`config.mk`:
```
export PLATFORM = sky130hd
export DESIGN_NAME = uart_hex_line_parser
export DESIGN_NICKNAME = d
export VERILOG_FILES = /design/src/rtl/uart_hex_line_parser.sv
export SDC_FILE = /design/constraint.sdc
export NUM_CORES = 1
export LEC_CHECK = 0
export BUFFER_PORTS_ARGS = -buffer_cell sky130_fd_sc_hd__buf_4
export CAP_MARGIN = 20
export CORE_MARGIN = 2
export CORE_UTILIZATION = 56
export CTS_CLUSTER_DIAMETER = 100
export DETAILED_ROUTE_END_ITERATION = 6
export PLACE_DENSITY = 0.76
export SLEW_MARGIN = 5
export SYNTH_ARGS = -nofsm -noshare
export SYNTH_HDL_FRONTEND = slang
export SYNTH_SLANG_ARGS = --single-unit
export TNS_END_PERCENT = 30
```
`constraint.sdc`:
```
create_clock -name clk -period 1.9 [get_ports clk]
set_input_delay 0.095 -clock clk [delete_from_list [all_inputs] [get_ports clk]]
set_output_delay 0.095 -clock clk [all_outputs]
set_load 0.05 [all_outputs]
```
`src/rtl/uart_hex_line_parser.sv`:
```
// Assembles CR-terminated lines of ASCII hex digits from a valid/ready byte stream
// into a held result with an error code, digit count and saturating error counter.
module uart_hex_line_parser #(
    parameter int          DIGIT_COUNT = 4,
    parameter logic [7:0]  TERM_CHAR   = 8'h0D,
    parameter logic [7:0]  IGNORE_CHAR = 8'h0A,
    parameter int          CNT_W       = $clog2(DIGIT_COUNT + 1)
) (
    input  logic                     clk,
    input  logic                     reset,
    input  logic [7:0]               in_data,
    input  logic                     in_valid,
    output logic                     in_ready,
    output logic [4*DIGIT_COUNT-1:0] out_value,
    output logic [CNT_W-1:0]         out_digits,
    output logic [1:0]               out_err,
    output logic                     out_valid,
    input  logic                     out_ack,
    output logic [7:0]               err_count
);

    localparam int              W         = 4 * DIGIT_COUNT;
    localparam logic [CNT_W-1:0] MAX_CNT  = CNT_W'(DIGIT_COUNT);
    localparam logic [1:0]      ERR_NONE  = 2'd0;
    localparam logic [1:0]      ERR_CHAR  = 2'd1;
    localparam logic [1:0]      ERR_OVF   = 2'd2;
    localparam logic [1:0]      ERR_EMPTY = 2'd3;

    typedef enum logic {COLLECT, DISCARD} state_t;

    state_t           state, state_nxt;
    logic [W-1:0]     acc, acc_nxt;
    logic [CNT_W-1:0] cnt, cnt_nxt;
    logic [1:0]       err_lat, err_nxt, line_err;
    logic [1:0]       rst_sync;
    logic             rst_n;
    logic             accept, complete;
    logic             is_hex, is_bs, is_skip, is_term;
    logic [3:0]       nib;

    // NOTE: reset asserts asynchronously but releases two edges later, so no flop
    // sees the deassertion near its own clock edge.
    always_ff @(posedge clk or negedge reset) begin
        if (!reset) rst_sync <= 2'b00;
        else        rst_sync <= {rst_sync[0], 1'b1};
    end
    assign rst_n = rst_sync[1];

    assign in_ready = !out_valid || out_ack;
    assign accept   = in_valid && in_ready;

    always_comb begin
        nib    = 4'd0;
        is_hex = 1'b0;
        if (in_data >= 8'h30 && in_data <= 8'h39) begin
            nib    = in_data[3:0];
            is_hex = 1'b1;
        end else if ((in_data >= 8'h41 && in_data <= 8'h46) ||
                     (in_data >= 8'h61 && in_data <= 8'h66)) begin
            nib    = in_data[3:0] + 4'd9;
            is_hex = 1'b1;
        end
    end

    assign is_bs    = (in_data == 8'h08) || (in_data == 8'h7F);
    assign is_skip  = (in_data == IGNORE_CHAR) || (in_data == 8'h20);
    assign is_term  = (in_data == TERM_CHAR);
    assign line_err = (err_lat != ERR_NONE) ? err_lat :
                      (cnt == '0)           ? ERR_EMPTY : ERR_NONE;

    // NOTE: every output of this block gets a default first, so no path leaves a
    // variable unassigned and no latch is inferred.
    always_comb begin
        state_nxt = state;
        acc_nxt   = acc;
        cnt_nxt   = cnt;
        err_nxt   = err_lat;
        complete  = 1'b0;
        if (accept) begin
            if (is_term) begin
                complete  = 1'b1;
                acc_nxt   = '0;
                cnt_nxt   = '0;
                err_nxt   = ERR_NONE;
                state_nxt = COLLECT;
            end else if (state == COLLECT) begin
                if (is_hex) begin
                    if (cnt < MAX_CNT) begin
                        acc_nxt = (acc << 4) | W'(nib);
                        cnt_nxt = cnt + CNT_W'(1);
                    end else begin
                        err_nxt   = ERR_OVF;
                        state_nxt = DISCARD;
                    end
                end else if (is_bs) begin
                    if (cnt != '0) begin
                        acc_nxt = acc >> 4;
                        cnt_nxt = cnt - CNT_W'(1);
                    end
                end else if (!is_skip) begin
                    err_nxt   = ERR_CHAR;
                    state_nxt = DISCARD;
                end
            end
        end
    end

    // NOTE: state registers use non-blocking assignments so every flop samples
    // the pre-edge values regardless of statement order.
    always_ff @(posedge clk or negedge rst_n) begin
        if (!rst_n) begin
            state   <= COLLECT;
            acc     <= '0;
            cnt     <= '0;
            err_lat <= ERR_NONE;
        end else begin
            state   <= state_nxt;
            acc     <= acc_nxt;
            cnt     <= cnt_nxt;
            err_lat <= err_nxt;
        end
    end

    // Result registers are separate from the accumulator so a new line can
    // assemble while this one waits for acknowledge.
    always_ff @(posedge clk or negedge rst_n) begin
        if (!rst_n) begin
            out_value  <= '0;
            out_digits <= '0;
            out_err    <= ERR_NONE;
            out_valid  <= 1'b0;
            err_count  <= 8'd0;
        end else if (complete) begin
            out_value  <= acc;
            out_digits <= cnt;
            out_err    <= line_err;
            out_valid  <= 1'b1;
            if (line_err != ERR_NONE && err_count != 8'hFF)
                err_count <= err_count + 8'd1;
        end else if (out_ack) begin
            out_valid <= 1'b0;
        end
    end

endmodule
```
# == Word level (Yosys, flattened, before mapping) ==
# Cells that the tools add are included.
# classes
n_mux,34
div_mod_pow,0
eq_ne,11
shift,0
addsub,4
n_bitwise,1
n_reduce_logical,20
order_cmp,7
multipliers,0
# op_table
operator,count
2-to-1 mux 16 bit,6
"equality test 8 x 4 -> 1 bit, second input constant",3
2-to-1 mux 3 bit,6
"greater-or-equal comparator 8 x 7 -> 1 bit, second input constant",2
"<= comparator 8 x 7 -> 1 bit, second input constant",2
2-to-1 mux 2 bit,8
OR 16 x 4 -> 16 bit,1
2-to-1 mux 1 bit,12
AND reduction 5 bit,2
nonzero test 3 bit,3
"adder 8 x 1 -> 8 bit, second input constant",1
"equality test 8 x 6 -> 1 bit, second input constant",1
"equality test 8 x 7 -> 1 bit, second input constant",1
"greater-or-equal comparator 8 x 6 -> 1 bit, second input constant",1
"<= comparator 8 x 6 -> 1 bit, second input constant",1
2-to-1 mux 4 bit,2
"!= test 8 bit, second input constant",1
"!= test 3 x 2 -> 1 bit, second input constant",2
nonzero test 2 bit,3
logical AND 1 bit,5
"adder 4 bit, second input constant",1
logical OR 1 bit,4
"adder 3 x 1 -> 3 bit, second input constant",1
logical NOT 3 bit,1
7 further kinds,7
# word_totals
word_cells,87
latchBits,0
ramBits,0
register_bits,54
n_memories,0
inputBits,12
rom_bits,0
out_inout_bits,31

# == Logic depth before layout (Yosys ltp) ==
# Gate-level depths: netlist of run 1.
# logic_depth
depth_word,10
ltp_mapped,13
depth_no_buf,11

# == Worst setup path before layout of run 1 ==
# OpenSTA, ideal clock, no wires.
# synth_timing
path_kind,input -> register
start,in in_data[1]
end,reg cnt[2]
path_slack_ns,-0.429
arrival_ns,2.189
t_required_ns,1.760
stages,13
setup_ns,0.140
n_path_buf,2
path_cell_list,inv_1 -> ha_1 -> o21bai_1 -> a211o_1 -> and2_1 -> clkbuf_1 -> buf_2 -> xnor2_1 -> ha_1 -> nor2_1 -> mux2i_1 -> o311ai_0 -> o41ai_1
# synth_via
elab_chain_len,8
elab_cells_between_ends,24
cone_classes,order compare (6); eq/ne (5); mux (5); reduce/logical (8)
# synth_rtl
element,line_no,source
start: declaration,11,"input logic [7:0] in_data,"
"greater-or-equal comparator 8 x 7 -> 1 bit, or another cell as far along",58,end else if ((in_data >= 8'h41 && in_data <= 8'h46) ||
"logical AND 1 bit, on equally long branches","58, 59",
logical OR 1 bit,58,
2-to-1 mux 1 bit,58,
2-to-1 mux 1 bit,55,if (in_data >= 8'h30 && in_data <= 8'h39) begin
2-to-1 mux 3 bit,87,if (is_hex) begin
2-to-1 mux 3 bit,86,end else if (state == COLLECT) begin
2-to-1 mux 3 bit,80,if (is_term) begin
end signal: assignment,119,cnt <= cnt_nxt;
end: declaration,33,"logic [CNT_W-1:0] cnt, cnt_nxt;"
# Several ways; a longest one is shown, not always the timed one. The select of a mux whose other input is x is not followed.
# A chain may end at the register's enable or synchronous reset.

# == Worst setup path after layout of run 1 ==
# Ends and elaborated chain as after synthesis.

==> results of run 1 <==
-- stage by stage --
step / hold WS, ns / TNS, ns / utilization (%) / setup slack [ns]
final: 0.07968 / 0 / 75.42 / 0.1178
after global routing: 0.09303 / 0 / 75.42 / 0.01082
after CTS: 0.07829 / 0 / 75.42 / 0.06566
after detailed placement: -0.1219 / -0.7016 / 72.72 / -0.1450
after global placement: -0.1219 / -0.2202 / 72.72 / -0.09253
after floorplan: -0.2006 / -0.2001 / - / -0.1690
-- flip-flops by register name (all words and copies together) (netlist names) --
| signal | count |
|---|---|
| err_lat | 2 |
| err_count | 8 |
| acc | 16 |
| out_valid | 1 |
| state | 1 |
| out_value | 16 |
| out_digits | 3 |
| rst_sync | 2 |
| cnt | 3 |
| out_err | 2 |
-- critical path, stage by stage --
cell and delay, ns:
buf_4 0.12, clkinvlp_4 0.11, ha_4 0.17, o21bai_1 0.06
a211o_1 0.31, and2_1 0.18, xnor2_1 0.12, ha_1 0.20
nor2_1 0.10, mux2i_1 0.10, o311ai_1 0.27, o41ai_1 0.12
-- power by group --
part	switching [mW]	leakage, nW	internal [mW]
combinational	0.158	0.965	0.109
sequential	0.0315	0.702	1.18
clock	0.363	0.0514	0.393
-- cell type report --
| cell class | instances | area, um^2 |
|---|---|---|
| Clock buffer | 6 | 72.57 |
| Timing Repair Buffer | 73 | 563.0 |
| Inverter | 13 | 52.55 |
| Tap cell | 52 | 65.06 |
| Fill cell | 325 | 1092 |
| Sequential cell | 54 | 1358 |
| Clock inverter | 2 | 37.54 |
| Multi-Input combinational cell | 154 | 1204 |
-- cell usage after synthesis (2+ instances only) --
cell type,n
a21boi_0,2
a21oi_1,3
and3_1,3
buf_2,3
buf_6,2
clkbuf_1,5
dfrtp_1,54
ha_1,6
inv_1,13
mux2_1,3
mux2_2,23
mux2i_1,9
nand2_1,35
nand3_1,8
nand4_1,7
nor2_1,3
nor3_1,3
o21ai_0,11
o31ai_1,4
xnor2_1,7
-- path summary, 6_finish.rpt --
| kind | endpoint | slack [ns] | cells after the start |
|---|---|---|---|
| hold reg to reg | out_value[14] | 0.23 | 0 |
| setup / recovery | cnt[2] | 0.12 | 12 |
| max in group asynchronous | out_valid | 1.13 | 1 |
| min in group asynchronous | rst_sync[1] | 0.10 | 2 |
| hold / removal | out_valid | 0.08 | 3 |
| setup reg to reg | err_count[4] | 0.14 | 6 |
-- routing by layer --
| metal | wire length [um] | share of wire, % | track usage [%] | up-vias |
|---|---|---|---|---|
| met3 | 295 | 5.3 | 4.028 | 8 |
| met4 | 64 | 1.2 | 7.407 | 0 |
| li1 | - | - | - | 954 |
| met5 | 0 | 0 | 0 | - |
| met1 | 2424 | 44 | 30.65 | 999 |
| met2 | 2735 | 50 | 35.88 | 64 |
-- kinds of logic (layout without fill, tap and decap cells) --
group	Yosys count	count (layout)
AND/OR/NAND/NOR	70	70
flip-flops	54	54
multiplexers	35	35
AO/OA/AOI/OAI	34	34
buffers and inverters	23	94
XOR/XNOR	8	8
adder cells (fa/ha/maj)	6	6
other	1	1
-- what timing repair did --
| action | CTS | global route |
|---|---|---|
| resized for setup | 0 | 0 |
| endpoints found under the hold margin | 2 | 0 |
| hold buffers | 1 | 0 |
| setup endpoints to repair | 0 | 3 |
==> results by group, run 1 <==
Logic synthesis
  – Synth Warn #: 0
  – Largest family of logic cells by synthesized area: multiplexers
  – Net Count, Synth: 249
  – Synth area leaders: dfrtp_1, mux2_2, nand2_1, mux2i_1, ha_1
  – Synth Area in Compound Gates: 10.29%
  – Post-synthesis xor/xnor area fraction: 2.667%
  – Mapped cell area: 2628 um^2
  – Most used flip-flop cell after synthesis: dfrtp_1
  – Cell type with the largest total area after synthesis: dfrtp_1
  – Post-Synth Adder-Cell Area: 2.857%
  – Sequential area share after synthesis: 51.43%
  – Post-synth EDFFs: 0
  – Cell variety after synth: 47
  – Mux cell area share after synthesis: 14.57%
  – Post-synth ARST share: 100.0%
  – Top-area cell type share of the netlist area: 51.43%
  – Synthesized area per cell: 11.37 um^2
  – #FFs+latches synth: 54
  – Gate Count Post-Synth: 231
  – Simple-gate share of the synthesized area: 14.05%

GRT
  – GR Util All Layers: 22.22%
  – Vias in the first global route: 1896
  – Total grt overflow: 0
  – First-pass GRT wire length: 8990 um
  – Initial antenna violation count: 0
  – Pin count of the biggest net entering global routing: 35

Worst setup path
  – RR Startpoint: err_count[2]
  – Worst path required time: 2.09 ns
  – Crit start category: input pin
  – Critical Path Start: in_data[1]
  – Critical path arrival: 1.97 ns
  – CP Class: in -> reg
  – Crit-path max FO: 5
  – CP endpoint kind: flop

Timing
  – Setup repair after global routing missed its margin: no
  – FMAX: 561.1 MHz
  – Min cycle time layout: 1.782 ns
  – Final Cycle Share: 93.80%
  – Endpoints failing hold: 0
  – # setup viols final: 0
  – Worst Clk Skew: 0.01133 ns
  – Slew Limit Fails: 0

Cells and area
  – Finished Cell Area: 3352 um^2
  – Antenna diode count: 0
  – Most common cell after layout, fill and taps aside: buf_4
  – Layout area overhead: 27.57%
  – Most frequent cells in the layout: buf_4, dfrtp_1, nand2_1, mux2_2
  – Nets: 319
  – Share of cells above drive strength 1: 40.07%
  – Layout Cells excl Fill: 354

Placement
  – Final GP Congestion: 0.9334
  – Placed Cells: 345
  – PortBufs: 42
  – DP HPWL: 3974 um
  – Dpl cell area: 3232 um^2

Clock tree
  – Post-CTS Setup Inserts: 0
  – CTS H-tree lvls: 2
  – Worst skew pair latency: 0.31 ns
  – CTS clock-pin slew for the worst setup and hold paths: 0.10 ns
  – Clock Path Buffers: 2
  – Clock Sink Count: 54
  – Inserted Clock Buffers: 5
  – CTS tree: done
  – Clk root buf: clkbuf_8

Detailed routing
  – Residual DRC count: 0
  – DR iter-0 viols: 107
  – Via count: 2025
  – Drt pass-1 iters: 4
  – WL/cell: 15.59 um
  – Final wirelength: 5519 um
  – Post-DRT Antenna Nets: 0
  – Vias/cell: 5.720

Floorplan
  – Ports: 43
  – Initial core utilization: 59.12%
  – Chip Width: 72.50 um
  – Core Footprint: 4444 um^2
  – Die area: 5256 um^2
  – Chip Height: 72.50 um
  – Row cnt: 24

Pwr
  – Pwr Total: 2.237 mW
  – P per Cell Area: 667.3 nW/um^2
  – Leakage: 1.719 nW
  – VDD IR max: 527.5 uV

Hold path
  – Hold Crit Start: out_ack
  – HP Class: in -> reg

Job
  – Max Cap Violations: 0

Status
  – Status: complete, no violations
Power figures use the tool's default switching activity.
==> run 2: changes to the inputs <==
==> constraint.sdc (replaced) <==
create_clock -name clk -period 1.77 [get_ports clk]
set_input_delay 0.4425 -clock clk [delete_from_list [all_inputs] [get_ports clk]]
set_output_delay 0.4425 -clock clk [all_outputs]
set_load 0.05 [all_outputs]
==> run 2 against run 1 <==
  * The flow now finishes with violations (setup timing)
  * Clock skew is 0.0039 ns higher
  * Utilization up 6.4 points
  * Routed wire length increased by 13%
  * Worst hold slack lost 0.0074 ns
  * Power rose by 18%
  * Sequential power rose by 7%
  * Critical path depth stayed put
  * Combinational power rose by 26%
  * Sequential share of layout area decreased by 3.3 points
  * Via count increased by 2.6%
  * Critical path type unchanged
  * Largest power group unchanged
  * Highest routed layer unchanged
==> results by group, run 2 (synthesized netlist as in run 1, its figures left out) <==
Floorplan
  – Row cnt: 24 (unchanged)
  – Chip Height: 72.50 um (unchanged)
  – Ports: 43 (unchanged)
  – Chip Width: 72.50 um (unchanged)
  – Initial core utilization: 59.12% (unchanged)
  – Core Footprint: 4444 um^2 (unchanged)
  – Die area: 5256 um^2 (unchanged)

Timing
  – Worst Clk Skew: 0.01522 ns (+0.003891 ns)
  – # setup viols final: 23 (+23)
  – FMAX: 476.8 MHz
  – Final WS setup: -0.3273 ns (-0.4451 ns)
  – Slew Limit Fails: 0 (unchanged)
  – Hold_ws: 0.07231 ns (-0.007373 ns)
  – Setup repair after global routing missed its margin: yes
  – Setup TNS: -4.295 ns (-4.295 ns)
  – Endpoints failing hold: 0 (unchanged)
  – Min cycle time layout: 2.097 ns
  – Final Cycle Share: 118.5%

Clock tree
  – CTS H-tree lvls: 2 (unchanged)
  – Clock Path Buffers: 2 (unchanged)
  – Clock Sink Count: 54 (unchanged)
  – Worst skew pair latency: 0.32 ns (about the same)
  – CTS clock-pin slew for the worst setup and hold paths: 0.11 ns (about the same)
  – Inserted Clock Buffers: 5 (unchanged)
  – CTS tree: done
  – Clk root buf: clkbuf_8

Cells and area
  – Nets: 335 (+5.0%)
  – Largest registers: acc (16), out_value (16), err_count (8)
  – Most common cell after layout, fill and taps aside: buf_4
  – Antenna diode count: 0 (unchanged)
  – Final core utilization: 81.87% (+6.4 points)
  – Share of cells above drive strength 1: 45.28% (+5.2 points)
  – Layout area overhead: 38.48%
  – Finished Cell Area: 3638 um^2 (+8.5%)
  – Most frequent cells in the layout: buf_4, dfrtp_1, nand2_1, mux2_2

Job
  – Max Cap Violations: 0 (unchanged)

Detailed routing
  – Residual DRC count: 0 (unchanged)
  – Drt pass-1 iters: 4 (unchanged)
  – Post-DRT Antenna Nets: 0 (unchanged)
  – DR iter-0 viols: 131 (+22%)
  – Final wirelength: 6263 um (+13%)
  – Vias/cell: 5.614 (-1.9%)
  – Via count: 2077 (+2.6%)
  – WL/cell: 16.93 um (+8.6%)

GRT
  – Met3 Use GR: 3.750% (-0.28 points)
  – GR peak layer: met2
  – Met1 usage: 34.23% (+3.6 points)
  – Initial antenna violation count: 0 (unchanged)
  – GR Util All Layers: 25.45% (+3.2 points)
  – Vias in the first global route: 2167 (+14%)
  – Total grt overflow: 0 (unchanged)
  – Pin count of the biggest net entering global routing: 50 (+43%)
  – First-pass GRT wire length: 10290 um (+14%)
  – Global routing usage on met2: 43.43% (+7.5 points)

Status
  – Failing checks: setup timing
  – Status: complete, but fails checks

Pwr
  – Leakage: 1.872 nW (+8.9%)
  – P per Cell Area: 728.2 nW/um^2 (+9.1%)
  – VDD IR max: 665.0 uV (+26%)

Placement
  – PortBufs: 42 (unchanged)
  – DP HPWL: 4038 um (+1.6%)
  – Dpl cell area: 3301 um^2 (+2.1%)
  – Final GP Congestion: 0.8650 (-7.3%)

Hold path
  – HP Class: reg -> async

Worst setup path
  – Crit-path max FO: 3 (-2)
  – Crit start category: input pin
  – Critical path arrival: 2.30 ns (+0.33 ns)
  – CP Class: in -> reg
  – CP endpoint kind: flop
  – Worst path required time: 1.97 ns (-0.12 ns)
-- run 2: cell types whose count changed in the layout (fill, tap and decap cells not counted), sizes merged --
cell,change
buf,+16
bufinv,+1
clkinvlp,-1
-- run 2: path summary, 6_finish.rpt --
check,startpoint,endpoint,slack (ns),depth (start not counted)
worst max register to register,cnt[2],acc[6],0.01,5
worst min-delay path,rst_sync[1],err_count[2],0.07,0
max in group asynchronous,reset,rst_sync[1],1.23,2
worst max-delay path,in_data[1],cnt[2],-0.33,12
worst min register to register,rst_sync[1],err_count[2],0.07,0
min in group clk,rst_sync[0],rst_sync[1],0.38,0
-- run 2: per-layer routing --
metal	wire (um)	up-vias
met3	202	7
li1	-	983
met1	2650	1040
met2	3344	47
met5	0	-
met4	66	0
-- run 2: power by group --
part	internal [mW]	switching, mW	total (mW)
clock	0.603	0.413	1.02
combinational	0.143	0.194	0.337
sequential	1.27	0.0271	1.30
total	2.02	0.634	2.65
-- run 2: cell type report --
type	instances	area (um^2)
clock buffer	6	82.58
clock inverter	2	60.06
fill	263	805.8
inverter	13	55.05
multi-input combinational	154	1260
sequential	54	1353
tap	52	65.06
timing repair buffer	89	763.2
-- run 2: stage by stage --
| stage | power, mW | std cells | setup WS (ns) |
|---|---|---|---|
| final | 2.649 | 370 | -0.3273 |
| after global routing | 2.731 | 370 | -0.4203 |
| after CTS | 2.637 | 367 | -0.2717 |
| after detailed placement | 1.621 | 351 | -0.6367 |
| after global placement | 1.612 | 351 | -0.5620 |
| after floorplan | 1.495 | 231 | -0.6464 |
-- run 2: timing repair --
action / CTS / global route
buffers inserted: 7 / 3
setup endpoints to repair: 39 / 42
hold buffers: 1 / 0
endpoints found under the hold margin: 2 / 0
gates resized for setup: 13 / 13
cloned: 0 / 0
pin swaps: 2 / 9
-- run 2: critical path, stage by stage --
cell	delay, ns
buf_8	0.10
clkinvlp_4	0.10
ha_4	0.16
o21bai_1	0.06
a211o_1	0.30
and2_4	0.19
xnor2_1	0.12
ha_2	0.18
nor2_2	0.10
mux2i_1	0.10
o311ai_1	0.32
o41ai_1	0.12
==> run 3: changes to the inputs <==
REMOVE_ABC_BUFFERS = 1   (was unset)
SLEW_MARGIN = 20   (was 5)
==> run 3 against run 2 <==
  * Worst setup slack improved by 0.020 ns
  * Critical endpoint unchanged
  * Utilization up 2.9 points
  * Critical path type unchanged
  * Largest power group unchanged
  * The run still ends with setup timing left
  * Cell area grew 3.5%
==> results by group, run 3 (synthesized netlist as in run 1, its figures left out) <==
Clock tree
  – CTS tree: done
  – Inserted Clock Buffers: 5 (unchanged)
  – CTS clock-pin slew for the worst setup and hold paths: 0.10 ns (about the same)
  – CTS H-tree lvls: 2 (unchanged)
  – Worst skew pair latency: 0.31 ns (about the same)
  – Clock Path Buffers: 2 (unchanged)
  – Clock Sink Count: 54 (unchanged)
  – Clk root buf: clkbuf_8

Worst setup path
  – Critical path arrival: 2.27 ns (-0.03 ns)
  – Worst path required time: 1.97 ns (about the same)
  – CP endpoint kind: flop
  – Crit start category: input pin
  – CP Class: in -> reg
  – Crit-path max FO: 4 (+1)
  – Reg2reg setup slack: -0.02 ns (-0.03 ns)

Detailed routing
  – WL/cell: 18.69 um (+10%)
  – Final wirelength: 7138 um (+14%)
  – Drt pass-1 iters: 4 (unchanged)
  – Vias/cell: 5.743 (+2.3%)
  – Post-DRT Antenna Nets: 0 (unchanged)
  – Via count: 2194 (+5.6%)
  – DR iter-0 viols: 147 (+12%)
  – Residual DRC count: 0 (unchanged)

Cells and area
  – Antenna diode count: 0 (unchanged)
  – Share of cells above drive strength 1: 48.18% (+2.9 points)
  – Largest registers: acc (16), out_value (16), err_count (8)
  – Fillers: 220 (-16%)
  – Most frequent cells in the layout: buf_4, dfrtp_1, nand2_1, mux2_2, inv_1
  – Layout area overhead: 43.33%
  – Finished Cell Area: 3766 um^2 (+3.5%)
  – Most common cell after layout, fill and taps aside: buf_4
  – Nets: 347 (+3.6%)

Placement
  – PortBufs: 42 (unchanged)
  – Final GP Congestion: 0.8525 (-1.4%)
  – Dpl ws: -0.7289 ns (-0.09224 ns)
  – Dpl cell area: 3338 um^2 (+1.1%)
  – DP HPWL: 3900 um (-3.4%)

Pwr
  – Comb pwr share: 14.5% (+1.8 points)
  – P per Cell Area: 664.9 nW/um^2 (-8.7%)
  – VDD IR max: 602.3 uV (-9.4%)
  – Net switching power: 0.6516 mW (+2.8%)
  – Clock power share: 33.5% (-4.8 points)
  – Int Power: 1.853 mW (-8.1%)
  – Switching share of power: 26.02% (+2.1 points)
  – Leakage: 1.939 nW (+3.5%)
  – Seq pwr share: 52.0% (+3.1 points)

Timing
  – Final Cycle Share: 117.4% (-1.1 points)
  – Setup repair after global routing missed its margin: yes
  – Slew Limit Fails: 0 (unchanged)
  – Endpoints failing hold: 0 (unchanged)
  – Setup TNS: -3.383 ns (+0.9127 ns)
  – Final WS setup: -0.3072 ns (+0.02015 ns)
  – FMAX: 481.4 MHz (+0.97%)
  – Pin slew with the least headroom to its limit: 0.4892 ns
  – Worst Clk Skew: 0.006448 ns (-0.008772 ns)
  – # setup viols final: 27 (+17%)
  – Min cycle time layout: 2.077 ns (-0.02015 ns)
  – Relative slew slack: 67.13%

Job
  – Max Cap Violations: 0 (unchanged)

Floorplan
  – Die area: 5256 um^2 (unchanged)
  – Initial core utilization: 59.12% (unchanged)
  – Chip Height: 72.50 um (unchanged)
  – Row cnt: 24 (unchanged)
  – Ports: 43 (unchanged)
  – Core Footprint: 4444 um^2 (unchanged)
  – Chip Width: 72.50 um (unchanged)

GRT
  – Total grt overflow: 0 (unchanged)
  – First-pass GRT wire length: 10640 um (+3.4%)
  – Initial antenna violation count: 0 (unchanged)
  – GR Util All Layers: 26.81% (+1.4 points)
  – Vias in the first global route: 2150 (-0.78%)
  – Pin count of the biggest net entering global routing: 35 (-30%)

Status
  – Status: complete, but fails checks
  – Failing checks: setup timing

Hold path
  – HP Class: reg -> async
==> run 3: cell count changes in the layout (fill, tap and decap cells not counted), sizes merged <==
cell / before / now
buf: 88 / 99
clkinv: 0 / 1
clkinvlp: 1 / 0
inv: 12 / 14
bufinv: 2 / 1
==> run 3: metrics by stage <==
step                util [%]  power, mW  hold slack (ns)  std cells
floorplan                  -      1.481           0.1469        221
global placement       75.11      1.610           0.2243        363
detailed placement     75.11      1.618           0.2250        363
CTS                    81.73      2.472           0.2500        376
global route           84.74      2.602           0.2822        382
finish                 84.74      2.504           0.2347        382
==> run 3: area by class of cell <==
cell class / instances / area (um^2) / share of cell area (%)
inverter: 13 / 61.31 / 1.628
tap: 52 / 65.06 / 1.728
multi-input combinational: 154 / 1301 / 34.55
sequential: 54 / 1353 / 35.91
clock buffer: 5 / 68.82 / 1.827
timing repair buffer: 101 / 873.3 / 23.19
clock inverter: 3 / 43.79 / 1.163
==> run 3: critical path: stages <==
cell	delay [ns]
buf_12	0.11
inv_6	0.05
ha_4	0.14
o21bai_1	0.09
a211o_1	0.30
and2_4	0.17
xnor2_2	0.13
ha_2	0.20
nor2_2	0.11
mux2i_2	0.11
o311ai_2	0.30
o41ai_2	0.12
==> run 3: worst paths after layout <==
path,from,end,depth (start not counted)
max,in_data[0],cnt[2],12
min,rst_sync[1],out_err[1],0
max reg2reg,cnt[2],err_count[1],6
min reg2reg,rst_sync[1],out_err[1],0
max in group asynchronous,rst_sync[1],out_value[2],1
min in group clk,rst_sync[0],rst_sync[1],0
==> run 3: what timing repair did <==
item / CTS / global route
setup endpoints to repair: 39 / 42
hold buffers: 1 / 0
gates resized for setup: 32 / 20
endpoints found under the hold margin: 2 / 0
cloned: 1 / 0
pin swaps: 12 / 11
setup buffers: 3 / 6
==> run 3: power by group through the flow <==
stage	combinational (mW)	sequential [mW]	clock, mW
2_1_floorplan	0.0966	1.38	0
3_3_place_gp	0.287	1.32	0
3_5_place_dp	0.293	1.33	0
4_1_cts	0.320	1.30	0.851
5_1_grt	0.383	1.31	0.910
6_report	0.363	1.30	0.839
==> run 3: per-layer routing <==
layer / up-vias / routed length (um) / GRT usage [%]
met5: - / 0 / 0
met4: 0 / 133 / 8.436
met1: 1099 / 2996 / 34.77
met3: 15 / 251 / 4.444
met2: 70 / 3756 / 46.18
li1: 1010 / - / -
